[config.mk]
export PLATFORM = sky130hd
export DESIGN_NAME = i2c_slave_reg_bridge
export DESIGN_NICKNAME = d
export VERILOG_FILES = /design/src/rtl/i2c_reg_pkg.sv /design/src/rtl/i2c_reg_file.sv /design/src/rtl/i2c_slave_reg_bridge.sv
export SDC_FILE = /design/constraint.sdc
export NUM_CORES = 1
export LEC_CHECK = 0
export ABC_AREA = 1
export CORE_UTILIZATION = 55
export DETAILED_ROUTE_END_ITERATION = 8
export GPL_ROUTABILITY_DRIVEN = 0
export GPL_TIMING_DRIVEN = 0
export PLACE_DENSITY = 0.74
export RECOVER_POWER = 25
export SYNTH_ARGS = -nofsm -noshare
export SYNTH_HDL_FRONTEND = slang
export SYNTH_SLANG_ARGS = --single-unit
[constraint.sdc]
create_clock -name clock -period 2.21 [get_ports clock]
set_input_delay 0.3315 -clock clock [delete_from_list [all_inputs] [get_ports clock]]
set_output_delay 0.3315 -clock clock [all_outputs]
set_load 0.02 [all_outputs]
[src/rtl/i2c_reg_pkg.sv]
`default_nettype none
// ============================================================================
// Module   : i2c_reg_pkg
// Purpose  : Shared constants for the I2C slave register bridge. Holds the
//            one-hot FSM state encoding, the default pointer width and the
//            byte width.
// Ports    : none (package)
// Options  : I2C_REG_AUTOINC_EN (consumed by i2c_slave_reg_bridge)
// Revision : 1.0 - initial release
// ============================================================================
package i2c_reg_pkg;

  localparam int STATE_W = 4;

  // One-hot FSM encoding
  localparam logic [STATE_W-1:0] ST_IDLE        = 4'b0001;
  localparam logic [STATE_W-1:0] ST_GET_POINTER = 4'b0010;
  localparam logic [STATE_W-1:0] ST_WRITE_REG   = 4'b0100;
  localparam logic [STATE_W-1:0] ST_READ_REG    = 4'b1000;

  localparam int DEFAULT_ADDR_WIDTH = 4;
  localparam int BYTE_W             = 8;

endpackage : i2c_reg_pkg
`default_nettype wire

[src/rtl/i2c_reg_file.sv]
`default_nettype none
// ============================================================================
// Module   : i2c_reg_file
// Purpose  : 2**ADDR_WIDTH x 8 register array with one prioritised write port
//            (master over host), a combinational read port addressed by the
//            register pointer and a registered host read port.
// Ports    : clock, reset_n        - clock, async active-low reset
//            m_we/m_addr/m_wdata   - master (I2C) write, highest priority
//            h_we/h_addr/h_wdata   - host write; h_addr also drives host read
//            rd_addr -> rd_data    - combinational read (pointer side)
//            host_rdata            - registered read of h_addr
// Revision : 1.0 - initial release
// ============================================================================
module i2c_reg_file
  import i2c_reg_pkg::*;
#(
  parameter int ADDR_WIDTH = DEFAULT_ADDR_WIDTH
) (
  input  logic                  clock,
  input  logic                  reset_n,
  input  logic                  m_we,
  input  logic [ADDR_WIDTH-1:0] m_addr,
  input  logic [BYTE_W-1:0]     m_wdata,
  input  logic                  h_we,
  input  logic [ADDR_WIDTH-1:0] h_addr,
  input  logic [BYTE_W-1:0]     h_wdata,
  input  logic [ADDR_WIDTH-1:0] rd_addr,
  output logic [BYTE_W-1:0]     rd_data,
  output logic [BYTE_W-1:0]     host_rdata
);

  localparam int DEPTH = 2 ** ADDR_WIDTH;

  logic [BYTE_W-1:0] mem [DEPTH];

  // The master write is issued last so it overrides a host write to the
  // same index in the same cycle; different indices both land.
  always_ff @(posedge clock or negedge reset_n) begin
    if (!reset_n) begin
      for (int i = 0; i < DEPTH; i++) begin
        mem[i] <= '0;
      end
    end else begin
      if (h_we) begin
        mem[h_addr] <= h_wdata;
      end
      if (m_we) begin
        mem[m_addr] <= m_wdata;
      end
    end
  end

  assign rd_data = mem[rd_addr];

  always_ff @(posedge clock or negedge reset_n) begin
    if (!reset_n) begin
      host_rdata <= '0;
    end else begin
      host_rdata <= mem[h_addr];
    end
  end

endmodule : i2c_reg_file
`default_nettype wire

[src/rtl/i2c_slave_reg_bridge.sv]
`default_nettype none
// ============================================================================
// Module   : i2c_slave_reg_bridge
// Purpose  : Register-map back end for I2C_slave. First received byte of a
//            write transaction loads the register pointer; following bytes
//            are written at the pointer. Read transactions present
//            register[pointer] on data_write. A host port shares the array.
// Ports    : clock, reset_n              - clock, async active-low reset
//            rw_flag, transfer_status,
//            data_finish, data_read,
//            slave_error                 - byte-level status from I2C_slave
//            data_write                  - byte to transmit (registered)
//            host_we/addr/wdata/rdata    - local host access
//            reg_wr_pulse, reg_wr_index  - master write notification
//            host_collision              - host write dropped
//            pointer                     - current register pointer
// Options  : I2C_REG_AUTOINC_EN - when defined, the pointer auto-increments
//            after each written or read byte; otherwise it only changes
//            when a pointer byte is received.
// Revision : 1.0 - initial release
// ============================================================================
module i2c_slave_reg_bridge
  import i2c_reg_pkg::*;
#(
  parameter int ADDR_WIDTH = DEFAULT_ADDR_WIDTH
) (
  input  logic                  clock,
  input  logic                  reset_n,
  input  logic                  rw_flag,
  input  logic                  transfer_status,
  input  logic                  data_finish,
  input  logic [BYTE_W-1:0]     data_read,
  input  logic                  slave_error,
  output logic [BYTE_W-1:0]     data_write,
  input  logic                  host_we,
  input  logic [ADDR_WIDTH-1:0] host_addr,
  input  logic [BYTE_W-1:0]     host_wdata,
  output logic [BYTE_W-1:0]     host_rdata,
  output logic                  reg_wr_pulse,
  output logic [ADDR_WIDTH-1:0] reg_wr_index,
  output logic                  host_collision,
  output logic [ADDR_WIDTH-1:0] pointer
);

  logic [STATE_W-1:0] state;
  logic [STATE_W-1:0] next_state;
  logic               ts_prev;
  logic               ts_rise;
  logic               byte_ok;
  logic               master_we;
  logic               ptr_load;
  logic               ptr_inc;
  logic               collision;
  logic [BYTE_W-1:0]  ptr_rdata;

  assign ts_rise = transfer_status & ~ts_prev;
  assign byte_ok = data_finish & ~slave_error;

  // --------------------------------------------------------------------------
  // FSM: state register
  // --------------------------------------------------------------------------
  always_ff @(posedge clock or negedge reset_n) begin
    if (!reset_n) begin
      state <= ST_IDLE;
    end else begin
      state <= next_state;
    end
  end

  // --------------------------------------------------------------------------
  // FSM: next-state logic. Loss of transfer_status (STOP or repeated START)
  // always returns to IDLE so the next transfer re-enters via an edge.
  // --------------------------------------------------------------------------
  always_comb begin
    next_state = state;
    if (!transfer_status) begin
      next_state = ST_IDLE;
    end else begin
      unique case (state)
        ST_IDLE: begin
          if (ts_rise) begin
            next_state = rw_flag ? ST_GET_POINTER : ST_READ_REG;
          end
        end
        ST_GET_POINTER: begin
          if (byte_ok) begin
            next_state = ST_WRITE_REG;
          end
        end
        ST_WRITE_REG: next_state = ST_WRITE_REG;
        ST_READ_REG:  next_state = ST_READ_REG;
        default:      next_state = ST_IDLE;
      endcase
    end
  end

  // --------------------------------------------------------------------------
  // FSM: outputs (write enable and pointer control)
  // --------------------------------------------------------------------------
  always_comb begin
    master_we = 1'b0;
    ptr_load  = 1'b0;
    ptr_inc   = 1'b0;
    unique case (state)
      ST_GET_POINTER: ptr_load  = byte_ok;
      ST_WRITE_REG:   master_we = byte_ok;
      default: ;
    endcase
`ifdef I2C_REG_AUTOINC_EN
    // Reads advance on every completed byte; the slave's error flag only
    // guards bytes the master sends to us.
    ptr_inc = master_we | ((state == ST_READ_REG) & data_finish);
`else
    ptr_inc = 1'b0;
`endif
  end

  assign collision = host_we & master_we & (host_addr == pointer);

  // --------------------------------------------------------------------------
  // Pointer, notifications and transmit byte
  // --------------------------------------------------------------------------
  always_ff @(posedge clock or negedge reset_n) begin
    if (!reset_n) begin
      ts_prev        <= 1'b0;
      pointer        <= '0;
      reg_wr_pulse   <= 1'b0;
      reg_wr_index   <= '0;
      host_collision <= 1'b0;
      data_write     <= '0;
    end else begin
      ts_prev        <= transfer_status;
      reg_wr_pulse   <= master_we;
      host_collision <= collision;
      // Registered copy of the pointer read port: one extra cycle after a
      // pointer change before the new byte appears here.
      data_write     <= ptr_rdata;
      if (master_we) begin
        reg_wr_index <= pointer;
      end
      if (ptr_load) begin
        pointer <= data_read[ADDR_WIDTH-1:0];
      end else if (ptr_inc) begin
        pointer <= pointer + ADDR_WIDTH'(1);
      end
    end
  end

  i2c_reg_file #(
    .ADDR_WIDTH (ADDR_WIDTH)
  ) u_reg_file (
    .clock      (clock),
    .reset_n    (reset_n),
    .m_we       (master_we),
    .m_addr     (pointer),
    .m_wdata    (data_read),
    .h_we       (host_we),
    .h_addr     (host_addr),
    .h_wdata    (host_wdata),
    .rd_addr    (pointer),
    .rd_data    (ptr_rdata),
    .host_rdata (host_rdata)
  );

endmodule : i2c_slave_reg_bridge
`default_nettype wire

==> results of run 1 <==
-- cell type report --
class / instances / share of cell area, %
inverter: 184 / 5.52
multi-input combinational: 1485 / 48.5
sequential: 159 / 31.8
clock inverter: 15 / 1.56
timing repair buffer: 45 / 3.72
tap: 265 / 2.65
buffer: 76 / 2.77
clock buffer: 17 / 3.40
antenna: 1 / 0.0200
-- sequential cells by signal, indices dropped and copies added (netlist names) --
signal / count
data_write: 8
host_collision: 1
pointer: 4
reg_wr_index: 4
reg_wr_pulse: 1
state: 4
ts_prev: 1
u_reg_file.host_rdata: 8
u_reg_file.mem: 128
-- through the flow --
stage	area, sq um	cells
3_3_place_gp	11800	2212
6_report	12500	2247
2_1_floorplan	11100	1904
3_5_place_dp	11900	2213
5_1_grt	12500	2246
4_1_cts	12500	2246
-- power breakdown --
group	internal, W	total (W)	switching [W]
combinational	0.00130	0.00416	0.00285
clock	0.00173	0.00316	0.00143
sequential	0.00353	0.00416	0.000635
total	0.00656	0.0115	0.00492
-- per-layer routing --
metal  up-vias  part of all wire [%]
met5         -                 0.042
met4         2                   6.1
met3       186                    13
met2       836                    42
met1      5674                    38
li1       5795                     -
-- how the worst max path moves through the flow --
stage                                to  slack, ns  cells after the start    startpoint
floorplan            u_reg_file.mem[20]       0.64                      9    pointer[1]
global placement    u_reg_file.mem[108]      -5.75                      1       reset_n
detailed placement  u_reg_file.mem[107]      -0.28                      6  data_read[3]
CTS                       data_write[1]       0.15                     11    pointer[0]
global route         u_reg_file.mem[16]       0.02                      9    pointer[1]
finish              u_reg_file.mem[107]       0.01                      6  data_read[3]
-- layout by cell type, fill, tap and decap left out, drive strengths merged, types with 3 or more instances in the layout --
master	count
nor3	32
clkinv	4
nand3	117
buf	34
nand2	1212
dfrtp	158
clkinvlp	3
inv	190
clkbuf	61
o21ai	11
nor2	106
clkdlybuf4s50	41
-- what timing repair did --
item / CTS / global route
resized for setup: 0 / 1
hold buffers: 1 / 0
setup endpoints to repair: 0 / 6
endpoints found under the hold margin: 74 / 0
-- cell families (layout without fill, tap and decap cells) --
logic type	count (synthesis)	count (layout)	synth area share, %
AO/OA/AOI/OAI	13	13	0.621
XOR/XNOR	2	2	0.158
buffers and inverters	260	337	9.35
flip-flops	159	159	35.9
other	0	1	0
AND/OR/NAND/NOR	1470	1470	54.0
-- critical path, stage by stage --
cell	delay, ns
clkdlybuf4s50_1	0.64
inv_1	0.30
clkbuf_1	0.98
nand2_1	0.13
nand2_1	0.11
inv_1	0.04
==> results.tsv, run 1 <==
stage	metric	value	unit
run_status	status	finished clean	
worst_setup_path	reg-to-reg critical path endpoint	u_reg_file.mem[23]	
cells_and_area	Reg area	0.00398	sq mm
route	DR vias	12493	
route	DRC Markers	0	
synth	Syn Nets	1931	
worst_setup_path	CP endpoint kind	flip-flop	
synth	synth unique cells	26	
die	Die Y	144	um
global_routing	Global Route met2 Usage	63.1	%
hold_path	hold wc startpoint	host_wdata[4]	
sta	max_slew headroom	13.4	%
synth	Async SR Flop Fraction	100	%
hold_path	Min-Delay Path Depth	5	
die	core area	0.0196	sq mm
placed_design	HPWL Detailed	30.1	mm
cts	total setup buffers inserted after CTS	0	
sta	Worst Max-Slew Pin Slew	1.30	ns
global_routing	largest net degree at the start of global routing	86	
sta	RSZ-0062 raised after global routing	false	
pwr	Tot Pwr	0.0115	W
sta	fmax	455	MHz
synth	synth top area cells	nand2_1 (41%), dfrtp_1 (36%), inv_1 (5.5%)	
synth	post-synthesis cell area	0.0111	sq mm
cells_and_area	Final nets	1995	
die	Starting Density	56.6	%
die	Core Rows	51	
pwr	Peak VDD IR	0.663	mV
global_routing	vias in the first global route	11260	
worst_setup_path	CP Class	input port to flip-flop	
sta	Tmin final	2.20	ns
sta	Hold Slack	0.449	ns
sta	final hold violation count	0	
sta	skew final	0.0111	ns
synth	register area share after synthesis	35.9	%
cts	CTS max path bufs	2	
cts	root buf cell	clkbuf_16	
global_routing	GRT overflow	0	
sta	final worst slack	0.0104	ns
die	die area	0.0207	sq mm
synth	synthesized area per cell	5.82	sq um
worst_setup_path	Worst R2R Start	pointer[1]	
sta	final setup violation count	0	
cts	Num CTS Buffers	17	
worst_setup_path	crit start category	input port	
cells_and_area	multi-input combinational cell area	0.00607	sq mm
cts	Clock H-tree levels	4	
pwr	Lkg Pwr	7.40	nW
cells_and_area	Area Overhead vs Synth	12.8	%
synth	ys flop type	dfrtp_1	
cts	TritonCTS clock tree	yes	
job	MaxCap Viol Count	0	
worst_setup_path	CP Max Fanout	10	
global_routing	GRT Util Overall	43.0	%
global_routing	M3 GR Usage	11.8	%
synth	share of the synthesized area in the top cell type	40.6	%
synth	Yosys reg bits	159	
die	die width	144	um
cts	clk sinks	159	
sta	max-slew violation count	0	
route	Initial DRC Count	1884	
cells_and_area	final core occ	63.8	%
worst_setup_path	flop2flop setup slack	0.16	ns
synth	leading area contributor after synthesis	nand2_1	
synth	EDFF count, synth	0	
route	DRT Wirelength	42.6	mm
route	First-pass DRT Iterations	6	
placed_design	Setup WS pre-CTS	-0.278	ns
sta	Final Cycle Share	99.5	%
worst_setup_path	required time of the critical path	2.56	ns
hold_path	Min-Delay Path Class	input port to flip-flop	
cells_and_area	share of cells above drive strength 1	6.61	%
hold_path	Hold Path Sink	u_reg_file.mem[12]	
cts	clock-pin slew on the worst setup and hold paths	0.08	ns
cells_and_area	filler instances	1937	
worst_setup_path	Reg2Reg Depth	9	
synth	Mapped Cells	1904	
route	ANT nets after route	0	
global_routing	met1 GRT Util	56.3	%
worst_setup_path	crit path DAT	2.55	ns
route	DR vias/cell	5.56	
cts	Worst-Skew Late Latency	0.45	ns
die	IO Count	53	
route	Wirelength per Cell	18.9	um
global_routing	first-pass GRT wire length	64.2	mm
synth	top cells by count, synth	nand2_1 (1200), inv_1 (163), dfrtp_1 (158)	
synth	most frequent cell after synthesis	nand2_1	
global_routing	initial antenna violation count	1	
sta	setup TNS	0	ns
synth	YS warnings	0	
placed_design	input/output buffers	43	
global_routing	global route hottest layer	met2	
pwr	PD cells	918	mW/mm^2
No activity file was read; power rests on OpenSTA's default activity.
==> inputs of run 2 (changes only) <==
CAP_MARGIN = 10   (was unset)
==> results of run 2 <==
The final DEF is identical to that of run 1; final timing and power are the same.
